$ cat src/rtl/fp_add_issue_ctrl.sv
// Issue/collect controller around a fixed-latency, non-stallable FP adder.
// Credits (in-flight + stored results) bound issue so the result FIFO can never overflow.
module fp_add_issue_ctrl #(
    parameter int ADD_LATENCY = 5,
    parameter int FIFO_DEPTH  = 8,
    parameter int CNT_W       = 4
) (
    input  logic             clk,
    input  logic             rst_n,
    input  logic             in_valid,
    output logic             in_ready,
    input  logic [31:0]      in_a,
    input  logic [31:0]      in_b,
    output logic [31:0]      add_a,
    output logic [31:0]      add_b,
    input  logic [31:0]      add_sum,
    output logic             out_valid,
    input  logic             out_ready,
    output logic [31:0]      out_sum,
    output logic [CNT_W-1:0] inflight_cnt,
    output logic [CNT_W-1:0] fifo_cnt
);

    localparam int PTR_W = $clog2(FIFO_DEPTH);

    logic [ADD_LATENCY:0] valid_pipe;
    logic [PTR_W-1:0]     wr_ptr;
    logic [PTR_W-1:0]     rd_ptr;
    logic [31:0]          result_mem [FIFO_DEPTH];
    logic [CNT_W:0]       credit_used;
    logic                 accept;
    logic                 capture;
    logic                 pop;

    // Credit is taken from registered counts only, so a same-cycle pop frees nothing yet.
    assign credit_used = {1'b0, inflight_cnt} + {1'b0, fifo_cnt};
    assign in_ready    = rst_n & (credit_used < (CNT_W+1)'(FIFO_DEPTH));
    assign accept      = in_valid & in_ready;
    assign capture     = valid_pipe[ADD_LATENCY];
    assign out_valid   = (fifo_cnt != '0);
    assign pop         = out_valid & out_ready;
    assign out_sum     = out_valid ? result_mem[rd_ptr] : 32'd0;

    always_ff @(posedge clk) begin
        if (!rst_n) begin
            add_a        <= '0;
            add_b        <= '0;
            valid_pipe   <= '0;
            inflight_cnt <= '0;
            fifo_cnt     <= '0;
            wr_ptr       <= '0;
            rd_ptr       <= '0;
        end else begin
            // Idle cycles feed zero+zero so the adder produces nothing of interest.
            add_a      <= accept ? in_a : 32'd0;
            add_b      <= accept ? in_b : 32'd0;
            valid_pipe <= {valid_pipe[ADD_LATENCY-1:0], accept};

            case ({accept, capture})
                2'b10:   inflight_cnt <= inflight_cnt + 1'b1;
                2'b01:   inflight_cnt <= inflight_cnt - 1'b1;
                default: inflight_cnt <= inflight_cnt;
            endcase

            case ({capture, pop})
                2'b10:   fifo_cnt <= fifo_cnt + 1'b1;
                2'b01:   fifo_cnt <= fifo_cnt - 1'b1;
                default: fifo_cnt <= fifo_cnt;
            endcase

            if (capture) begin
                wr_ptr <= wr_ptr + 1'b1;
            end
            if (pop) begin
                rd_ptr <= rd_ptr + 1'b1;
            end
        end
    end

    always_ff @(posedge clk) begin
        if (rst_n && capture) begin
            result_mem[wr_ptr] <= add_sum;
        end
    end

endmodule

$ cat config.mk
export PLATFORM = sky130hd
export DESIGN_NAME = fp_add_issue_ctrl
export DESIGN_NICKNAME = d
export VERILOG_FILES = /design/src/rtl/fp_add_issue_ctrl.sv
export SDC_FILE = /design/constraint.sdc
export NUM_CORES = 1
export LEC_CHECK = 0
export CAP_MARGIN = 10
export CORE_ASPECT_RATIO = 0.7
export CORE_MARGIN = 8
export CORE_UTILIZATION = 48
export DETAILED_ROUTE_END_ITERATION = 8
export PLACE_DENSITY_LB_ADDON = 0.05
export SLEW_MARGIN = 10
export SYNTH_ARGS = -nofsm -noshare
export SYNTH_HDL_FRONTEND = slang
export SYNTH_SLANG_ARGS = --single-unit
$ cat constraint.sdc
create_clock -name clk -period 3.55 [get_ports clk]
set_clock_uncertainty 0.2 [all_clocks]
set_input_delay 0.71 -clock clk [delete_from_list [all_inputs] [get_ports clk]]
set_output_delay 0.71 -clock clk [all_outputs]
set_load 0.02 [all_outputs]
==> results.json, run 1 <==
{
  "route.detailed.drc": 0,
  "maxSlewHeadroom": 0.637,
  "die_h_um": 151,
  "swShare": 0.197,
  "pre_cts_slack_ns": -0.0628,
  "synthTopCellsByArea": "edfxtp_1, dfxtp_1, mux4_2",
  "viasPerCell": 5.24,
  "synthDistinctLibCells": 32,
  "cts_tree": "done",
  "routedWlPerCell_um": 22.8,
  "overflow": 0,
  "ant_nets": 0,
  "ios": 206,
  "status": "finished clean",
  "grt_first_pass_wirelength_um": 43200,
  "die_x_um": 210,
  "ctsHoldBuffers": 0,
  "min_path_type": "flip-flop to flip-flop",
  "setup_viol": 0,
  "crit_fanout": 8,
  "hpwl_um": 17900,
  "p_leak_nw": 5.86,
  "area_growth_pct": 29.5,
  "clkPwrFrac": 0.400,
  "yosysSeqAreaShare": 0.749,
  "rsz0062_at_grt": "false",
  "p_seq_frac": 0.553,
  "die-area_sq_um": 31700,
  "final_nets": 1012,
  "grt_pass1_vias": 7072,
  "htreeDepth": 1,
  "drtIter0Drc": 406,
  "cp_data_required_time_ns": 2.64,
  "routed_wl_um": 28500,
  "drive_gt1_frac": 0.165,
  "cp-start-kind": "flip-flop",
  "portBuffers": 205,
  "start_util": 0.489,
  "vias": 6572,
  "n_antenna_cell": 0,
  "worst_slew_pin_slew_ns": 0.545,
  "whs_ns": 0.229,
  "cts.sink_count": 343,
  "cts_inserted_buffers": 31,
  "yosysTopAreaCellShare": 0.611,
  "gp_congestion": 0.715,
  "power.density_nw_per_um2": 482,
  "yosysTopAreaCell": "edfxtp_1",
  "yosysWarningCount": 0,
  "layout_commonest_cell": "edfxtp_1",
  "syn-num-nets": 782,
  "grt_usage": 0.179,
  "synthCells": 669,
  "antenna_found_initial": 2,
  "period_share": 0.968,
  "ys_ff_latch": 343,
  "synth_area_sq_um": 12600,
  "avgSynthCellArea_sq_um": 18.8,
  "drv_slew": 0,
  "clkTransAtPathRegs_ns": 0.06,
  "clk_latency_ns": 0.54,
  "comb_power_share": 0.047,
  "critPathKind": "flip-flop to output pin",
  "crit_path_end_kind": "output pin",
  "drt_first_pass_iters": 4,
  "crit_arrival_ns": 2.53,
  "layout_min_cycle_time_ns": 3.44,
  "power.internal_mw": 6.31,
  "utilization": 0.633,
  "grt_max_degree": 66,
  "coreArea_sq_um": 25700,
  "irDropWorstVdd_v": 0.000476,
  "power.switching_mw": 1.55,
  "clk_path_buf_depth": 3,
  "fmax_ghz": 0.291,
  "maxCapViolations": 0,
  "wl_met1_um": 11800,
  "wl_met3_um": 1780,
  "hold_viol": 0,
  "layout_setup_ws_ns": 0.113,
  "top_layer_used": "met5",
  "cts_root_buffer": "clkbuf_16",
  "rows": 49,
  "mostFrequentLayoutCells": "edfxtp_1, clkdlybuf4s50_1, dfxtp_1",
  "route.met2.wl_um": 14400
}
-- critical path: stages (launching register included) --
cell	delay, ns
dfxtp_4	0.47
buf_6	0.21
mux4_2	0.52
mux2i_1	0.16
nor2_1	0.06
clkdlybuf4s50_1	0.58
-- final timing paths --
| check | start | end | slack [ns] | depth (start not counted) |
|---|---|---|---|---|
| setup / recovery | flip-flop | out_sum[10] | 0.11 | 5 |
| hold / removal | valid_pipe[4]$_SDFF_PN0_ | valid_pipe[5]$_SDFF_PN0_ | 0.23 | 1 |
| setup reg to reg | fifo_cnt[3]$_SDFFE_PN0P_ | inflight_cnt[3]$_SDFFE_PN0P_ | 0.30 | 11 |
| hold reg to reg | valid_pipe[4]$_SDFF_PN0_ | valid_pipe[5]$_SDFF_PN0_ | 0.23 | 1 |
-- power groups by stage --
stage	clock network (mW)	logic, mW	registers [mW]
4_1_cts	3.23	0.369	4.35
2_1_floorplan	0	0.0862	4.48
3_3_place_gp	0	0.355	4.43
3_5_place_dp	0	0.366	4.43
5_1_grt	3.38	0.392	4.35
6_report	3.14	0.366	4.35
-- cell type report --
cell class | instances | area, sq um
clock inverter | 10 | 43.8
inverter | 9 | 33.8
sequential | 343 | 9440
clock buffer | 47 | 920
tap | 331 | 414
timing repair buffer | 235 | 2440
multi-input combinational | 279 | 3010
fill | 1834 | 9460
-- sequential cells by signal (all words and copies together) (netlist names), named ones only --
name and flops:
inflight_cnt 4, result_mem 256, rd_ptr 3, valid_pipe 6, fifo_cnt 4, add_a 32, add_b 32, wr_ptr 3
-- metrics by stage --
step                setup TNS (ns)  std cells  cell area, sq um  power [mW]
floorplan                    -5.79        669             12600        4.56
global placement                 0       1195             15300        4.79
detailed placement         -0.0628       1195             15300        4.80
CTS                      -0.000340       1254             16200        7.94
global route                     0       1254             16300        8.12
finish                           0       1254             16300        7.86
-- cells in the mapped netlist --
master      n
and3_1     64
clkbuf_1   22
and2_1     18
nor3_1      4
inv_1       8
or2b_1      1
a21oi_2     1
dfxtp_1    87
buf_4       1
a31o_2      1
inv_2       1
nand2_1    10
buf_2       8
mux4_2     64
mux2i_1    38
xnor2_1     4
nor4_4      1
a21o_1      2
ha_1       11
nor2_1     40
buf_6       4
nand3_1     2
nand2b_1    2
or4b_1      1
buf_1       3
a21oi_1     2
or3b_2      1
o21ai_0     4
xor2_1      4
fa_1        2
nor2b_1     2
edfxtp_1  256
-- timing repair --
| action | 4_1_cts | 5_1_grt |
|---|---|---|
| gates cloned | 1 | 0 |
| setup buffers | 1 | 0 |
| hold endpoints to repair | 0 | 0 |
| setup endpoints to repair | 24 | 15 |
| resized for setup | 13 | 17 |
-- metal layers --
layer  global-route usage  up-vias
li1                     -     3051
met1                0.231     3295
met2                0.317      178
met3               0.0325       44
met4               0.0411        4
met5                    0        -
-- kinds of logic after synthesis --
logic type | Yosys count | synth area share
and+or+nand+nor | 146 | 0.0638
buffers and inverters | 47 | 0.0175
muxes | 102 | 0.145
AOI/OAI and AO/OA | 10 | 0.00497
DFF | 343 | 0.749
xor gates and xnor gates | 8 | 0.00557
adders and majority gates | 13 | 0.0141
No activity file was read; power rests on OpenSTA's default activity.
==> inputs of run 2 (changes only) <==
- CTS_BUF_LIST: unset -> sky130_fd_sc_hd__clkbuf_16
==> run 2 against run 1 <==
Compared with the run above: non-clock buffer count did not move; cell count unchanged; design area shrank 0.14%; hold slack improved by 0.00077 ns; power decreased by 0.96%; global-route usage is the same; critical path depth stayed put; clock-buffer cell count shrank 13; via count grew 0.76%; first-iteration DRC count down 6.2%; maximum frequency about the same; die area stayed put; largest cell class unchanged.
==> results.json, run 2 (synthesized netlist as in run 1, its figures left out) <==
{
  "routed_wl_um": 28500,
  "maxCapViolations": 0,
  "top_regs": "result_mem x256, add_a x32, add_b x32",
  "final_nets": 1012,
  "placed_cell_area_sq_um": 15300,
  "utilization": 0.632,
  "ant_nets": 0,
  "vias": 6622,
  "largest_register_ffs": 256,
  "final_area_sq_um": 16300,
  "drtIter0Drc": 381,
  "rows": 49,
  "r2r_start": "fifo_cnt[3]$_SDFFE_PN0P_",
  "setup_viol": 0,
  "grt_pass1_vias": 7066,
  "worst_slew_pin_slew_ns": 0.548,
  "die_x_um": 210,
  "irDropWorstVdd_v": 0.000481,
  "routedWlPerCell_um": 22.7,
  "rsz0062_at_grt": "false",
  "clk_path_buf_depth": 3,
  "portBuffers": 205,
  "layout_min_cycle_time_ns": 3.44,
  "cts_inserted_buffers": 31,
  "hold_viol": 0,
  "grt_usage": 0.179,
  "crit_path_end_kind": "output pin",
  "cp-start-kind": "flip-flop",
  "status": "finished clean",
  "fmax_ghz": 0.291,
  "route.detailed.drc": 0,
  "layout_commonest_cell": "edfxtp_1",
  "cts_root_buffer": "clkbuf_16",
  "finalPower_mw": 7.78,
  "ios": 206,
  "grt_max_degree": 66,
  "critPathKind": "flip-flop to output pin",
  "start_util": 0.489,
  "cp_data_required_time_ns": 2.64,
  "reg2reg_depth": 11,
  "ff2ff_setup_slack_ns": 0.30,
  "grt_first_pass_wirelength_um": 43200,
  "place_inst": 1195,
  "htreeDepth": 1,
  "cts.sink_count": 343,
  "cts_tree": "done",
  "hpwl_um": 17900,
  "coreArea_sq_um": 25700,
  "overflow": 0,
  "cp-endpoint": "out_sum[10]",
  "drt_first_pass_iters": 4,
  "die-area_sq_um": 31700,
  "mostFrequentLayoutCells": "edfxtp_1, clkdlybuf4s50_1, dfxtp_1",
  "area_growth_pct": 29.3,
  "crit_arrival_ns": 2.53,
  "die_h_um": 151,
  "n_antenna_cell": 0,
  "antenna_found_initial": 2,
  "gp_congestion": 0.715,
  "crit_fanout": 8,
  "min_path_type": "flip-flop to flip-flop",
  "viasPerCell": 5.28,
  "clkTransAtPathRegs_ns": 0.06,
  "power.density_nw_per_um2": 478,
  "maxSlewHeadroom": 0.634,
  "p_leak_nw": 5.88,
  "final_cells": 1254,
  "drv_slew": 0,
  "worstHoldStart": "valid_pipe[4]$_SDFF_PN0_",
  "regMostFlops": "result_mem",
  "period_share": 0.969,
  "drive_gt1_frac": 0.165,
  "clk_latency_ns": 0.54,
  "whs_ns": 0.230,
  "reg2reg_to": "inflight_cnt[3]$_SDFFE_PN0P_"
}
## run 2: cell types whose count changed in the layout (fill, tap and decap cells not counted)
| cell | before | now |
|---|---|---|
| inv_1 | 9 | 20 |
| clkbuf_8 | 2 | 0 |
| dlymetal6s2s_1 | 13 | 12 |
| clkdlybuf4s50_1 | 180 | 181 |
| inv_2 | 1 | 3 |
| clkbuf_1 | 11 | 0 |
## run 2: final cells by class
type / count / area (sq um)
Clock buffer: 34 / 851
Clock inverter: 23 / 92.6
Fill cell: 1839 / 9480
Inverter: 9 / 33.8
Multi-Input combinational cell: 279 / 3010
Sequential cell: 343 / 9440
Tap cell: 331 / 414
Timing Repair Buffer: 235 / 2440
## run 2: per-layer routing
metal | track usage | vias up | share of wire
met4 | 0.0411 | 4 | 0.020
met5 | 0 | - | 0.00095
met3 | 0.0325 | 43 | 0.047
li1 | - | 3050 | -
met2 | 0.316 | 162 | 0.51
met1 | 0.231 | 3363 | 0.43
## run 2: what timing repair did
action,in CTS,in global routing
hold buffers,0,0
buffers inserted,1,0
gates resized for setup,13,16
cloned,1,0
endpoints found under the setup margin,24,14
## run 2: worst min path at each step
| stage | slack [ns] | cells past startpoint | end |
|---|---|---|---|
| after floorplan | 0.21 | 1 | valid_pipe[1]$_SDFF_PN0_ |
| after global placement | 0.21 | 1 | valid_pipe[5]$_SDFF_PN0_ |
| after detailed placement | 0.22 | 1 | valid_pipe[2]$_SDFF_PN0_ |
| after CTS | 0.24 | 1 | valid_pipe[5]$_SDFF_PN0_ |
| after global routing | 0.25 | 1 | valid_pipe[5]$_SDFF_PN0_ |
| final | 0.23 | 1 | valid_pipe[5]$_SDFF_PN0_ |
## run 2: worst max-delay path, cell delays in order (launching register included)
cell and delay (ns):
dfxtp_4 0.47, buf_6 0.21, mux4_2 0.52, mux2i_1 0.16, nor2_1 0.06, clkdlybuf4s50_1 0.57
## run 2: report_power, final
group	switching, mW	leakage (nW)	internal (mW)
combinational	0.166	2.35	0.200
clock	1.37	0.517	1.70
sequential	0.0133	3.01	4.33
## run 2: through the flow
stage | worst slack, ns | setup TNS [ns]
final | 0.111 | 0
after global routing | 0.000341 | 0
after CTS | 0.00418 | 0
after detailed placement | -0.0628 | -0.0628
after global placement | 0.00705 | 0
after floorplan | -0.0904 | -5.79
==> inputs of run 3 (changes only) <==
- CORE_MARGIN: 8 -> 2
- CORE_UTILIZATION: 48 -> 53
- clock period: 3.55 -> 3.25 ns (I/O delays scaled with it)
==> run 3 against run 2 <==
Compared with the run above: sequential share of layout area is 0.43 points lower; routed wire length decreased by 6.8%; setup slack got worse by 0.071 ns; critical path depth unchanged; global-route usage rose by 3.7 points; combinational power grew 7.9%.
==> results.json, run 3 (synthesized netlist as in run 1, its figures left out) <==
{
  "cp_data_required_time_ns": 2.40,
  "die-area_sq_um": 25000,
  "status": "finished clean",
  "period_share": 0.988,
  "layout_commonest_cell": "edfxtp_1",
  "path_cells": "buf_12 > mux4_2 > mux2i_2 > nor2_1 > dlygate4sd2_1",
  "placed_cell_area_sq_um": 15300,
  "overflow": 0,
  "route.met2.wl_um": 13200,
  "drtIter0Drc": 455,
  "rsz0062_at_grt": "true",
  "gp_congestion": 0.741,
  "hold_viol": 0,
  "largest_register_ffs": 256,
  "cp_num_buf_inv": 2,
  "cts_inserted_buffers": 34,
  "area_growth_pct": 30.3,
  "antenna_found_initial": 2,
  "clk_latency_ns": 0.50,
  "coreArea_sq_um": 23500,
  "mostFrequentLayoutCells": "edfxtp_1, clkdlybuf4s50_1, dfxtp_1",
  "layout_min_cycle_time_ns": 3.21,
  "ios": 206,
  "die_h_um": 133,
  "route.detailed.drc": 0,
  "cts_tree": "done",
  "grt_first_pass_wirelength_um": 40700,
  "irDropWorstVdd_v": 0.000486,
  "grt_pass1_vias": 7153,
  "wl_met1_um": 11000,
  "p_leak_nw": 5.84,
  "maxSlewHeadroom": 0.614,
  "drive_gt1_frac": 0.191,
  "layout_setup_ws_ns": 0.0400,
  "vias": 6710,
  "critPathKind": "flip-flop to output pin",
  "grt_usage": 0.217,
  "crit_path_end_kind": "output pin",
  "final_nets": 1027,
  "drv_slew": 0,
  "finalPower_mw": 8.74,
  "portBuffers": 205,
  "ant_nets": 0,
  "regMostFlops": "result_mem",
  "hpwl_um": 16500,
  "top_layer_used": "met5",
  "crit_arrival_ns": 2.36,
  "worst_slew_pin_slew_ns": 0.580,
  "start_util": 0.536,
  "fmax_ghz": 0.312,
  "top_regs": "result_mem x256, add_a x32, add_b x32",
  "die_x_um": 188,
  "cp-start-kind": "flip-flop",
  "routedWlPerCell_um": 21.1,
  "pre_cts_slack_ns": -0.260,
  "routed_wl_um": 26600,
  "viasPerCell": 5.33,
  "htreeDepth": 2,
  "critPathSlowestCell": "mux4_2",
  "wl_met3_um": 1790,
  "cts_root_buffer": "clkbuf_16",
  "crit_fanout": 20,
  "cts.sink_count": 343,
  "grt_max_degree": 65,
  "clk_path_buf_depth": 3,
  "min_path_type": "flip-flop to flip-flop",
  "rows": 47,
  "maxCapViolations": 0,
  "final_area_sq_um": 16400,
  "slowest_delay_ns": 0.54,
  "setup_viol": 0,
  "clkTransAtPathRegs_ns": 0.06,
  "power.density_nw_per_um2": 533,
  "drt_first_pass_iters": 4,
  "path_delay_family": "multiplexers"
}
-- run 3: cell count changes in the layout (fill, tap and decap cells not counted), moves of 6 or more --
cell	change
buf_4	+10
clkdlybuf4s50_1	-9
clkinv_1	+6
dlygate4sd2_1	+12
dlymetal6s2s_1	-10
inv_1	-7
-- run 3: layout make-up --
cell class,instances,area [sq um]
clock buffer,35,876
timing repair buffer,247,2480
multi-input combinational,279,3020
sequential,343,9440
antenna,1,2.50
inverter,9,33.8
clock inverter,26,149
tap,318,398
fill,1506,7060
-- run 3: routing by layer --
layer  up-vias  track usage
met5         -            0
met4         2       0.0665
met3        43       0.0427
met2       197        0.363
met1      3380        0.290
li1       3088            -
-- run 3: what timing repair did --
action,CTS,global route
setup buffers,6,1
resized for setup,41,20
hold buffers,0,0
setup endpoints to repair,31,15
cloned,1,0
-- run 3: path summary, 6_finish.rpt --
kind              slack (ns)                      endpoint  cells after the start                startpoint
setup / recovery        0.04                   out_sum[22]                      5                 flip-flop
hold / removal          0.24      valid_pipe[4]$_SDFF_PN0_                      1  valid_pipe[3]$_SDFF_PN0_
setup reg to reg        0.16  inflight_cnt[3]$_SDFFE_PN0P_                     11  fifo_cnt[3]$_SDFFE_PN0P_
hold reg to reg         0.24      valid_pipe[4]$_SDFF_PN0_                      1  valid_pipe[3]$_SDFF_PN0_
-- run 3: report_power, final --
| group | leakage (nW) | internal, mW | switching (mW) |
|---|---|---|---|
| Sequential | 3.02 | 4.73 | 0.0143 |
| Combinational | 2.30 | 0.217 | 0.178 |
| Clock | 0.522 | 2.04 | 1.56 |
-- run 3: stage by stage --
step	TNS (ns)	util	hold WS, ns	instances
finish	0	0.699	0.238	1258
CTS	-0.184	0.698	0.241	1256
detailed placement	-0.655	0.652	0.223	1188
global placement	-0.524	0.652	0.217	1188
floorplan	-21.15	-	0.212	669
global route	-0.0583	0.699	0.254	1258
-- run 3: worst register-to-register path, cell delays in order, from the launching register on --
cell     delay (ns)
dfxtp_4        0.37
ha_1           0.29
or4b_4         0.55
a21oi_4        0.14
and2_1         0.15
inv_1          0.05
ha_1           0.20
ha_1           0.28
a21o_1         0.17
a21oi_1        0.17
mux2i_1        0.24
mux2i_1        0.20
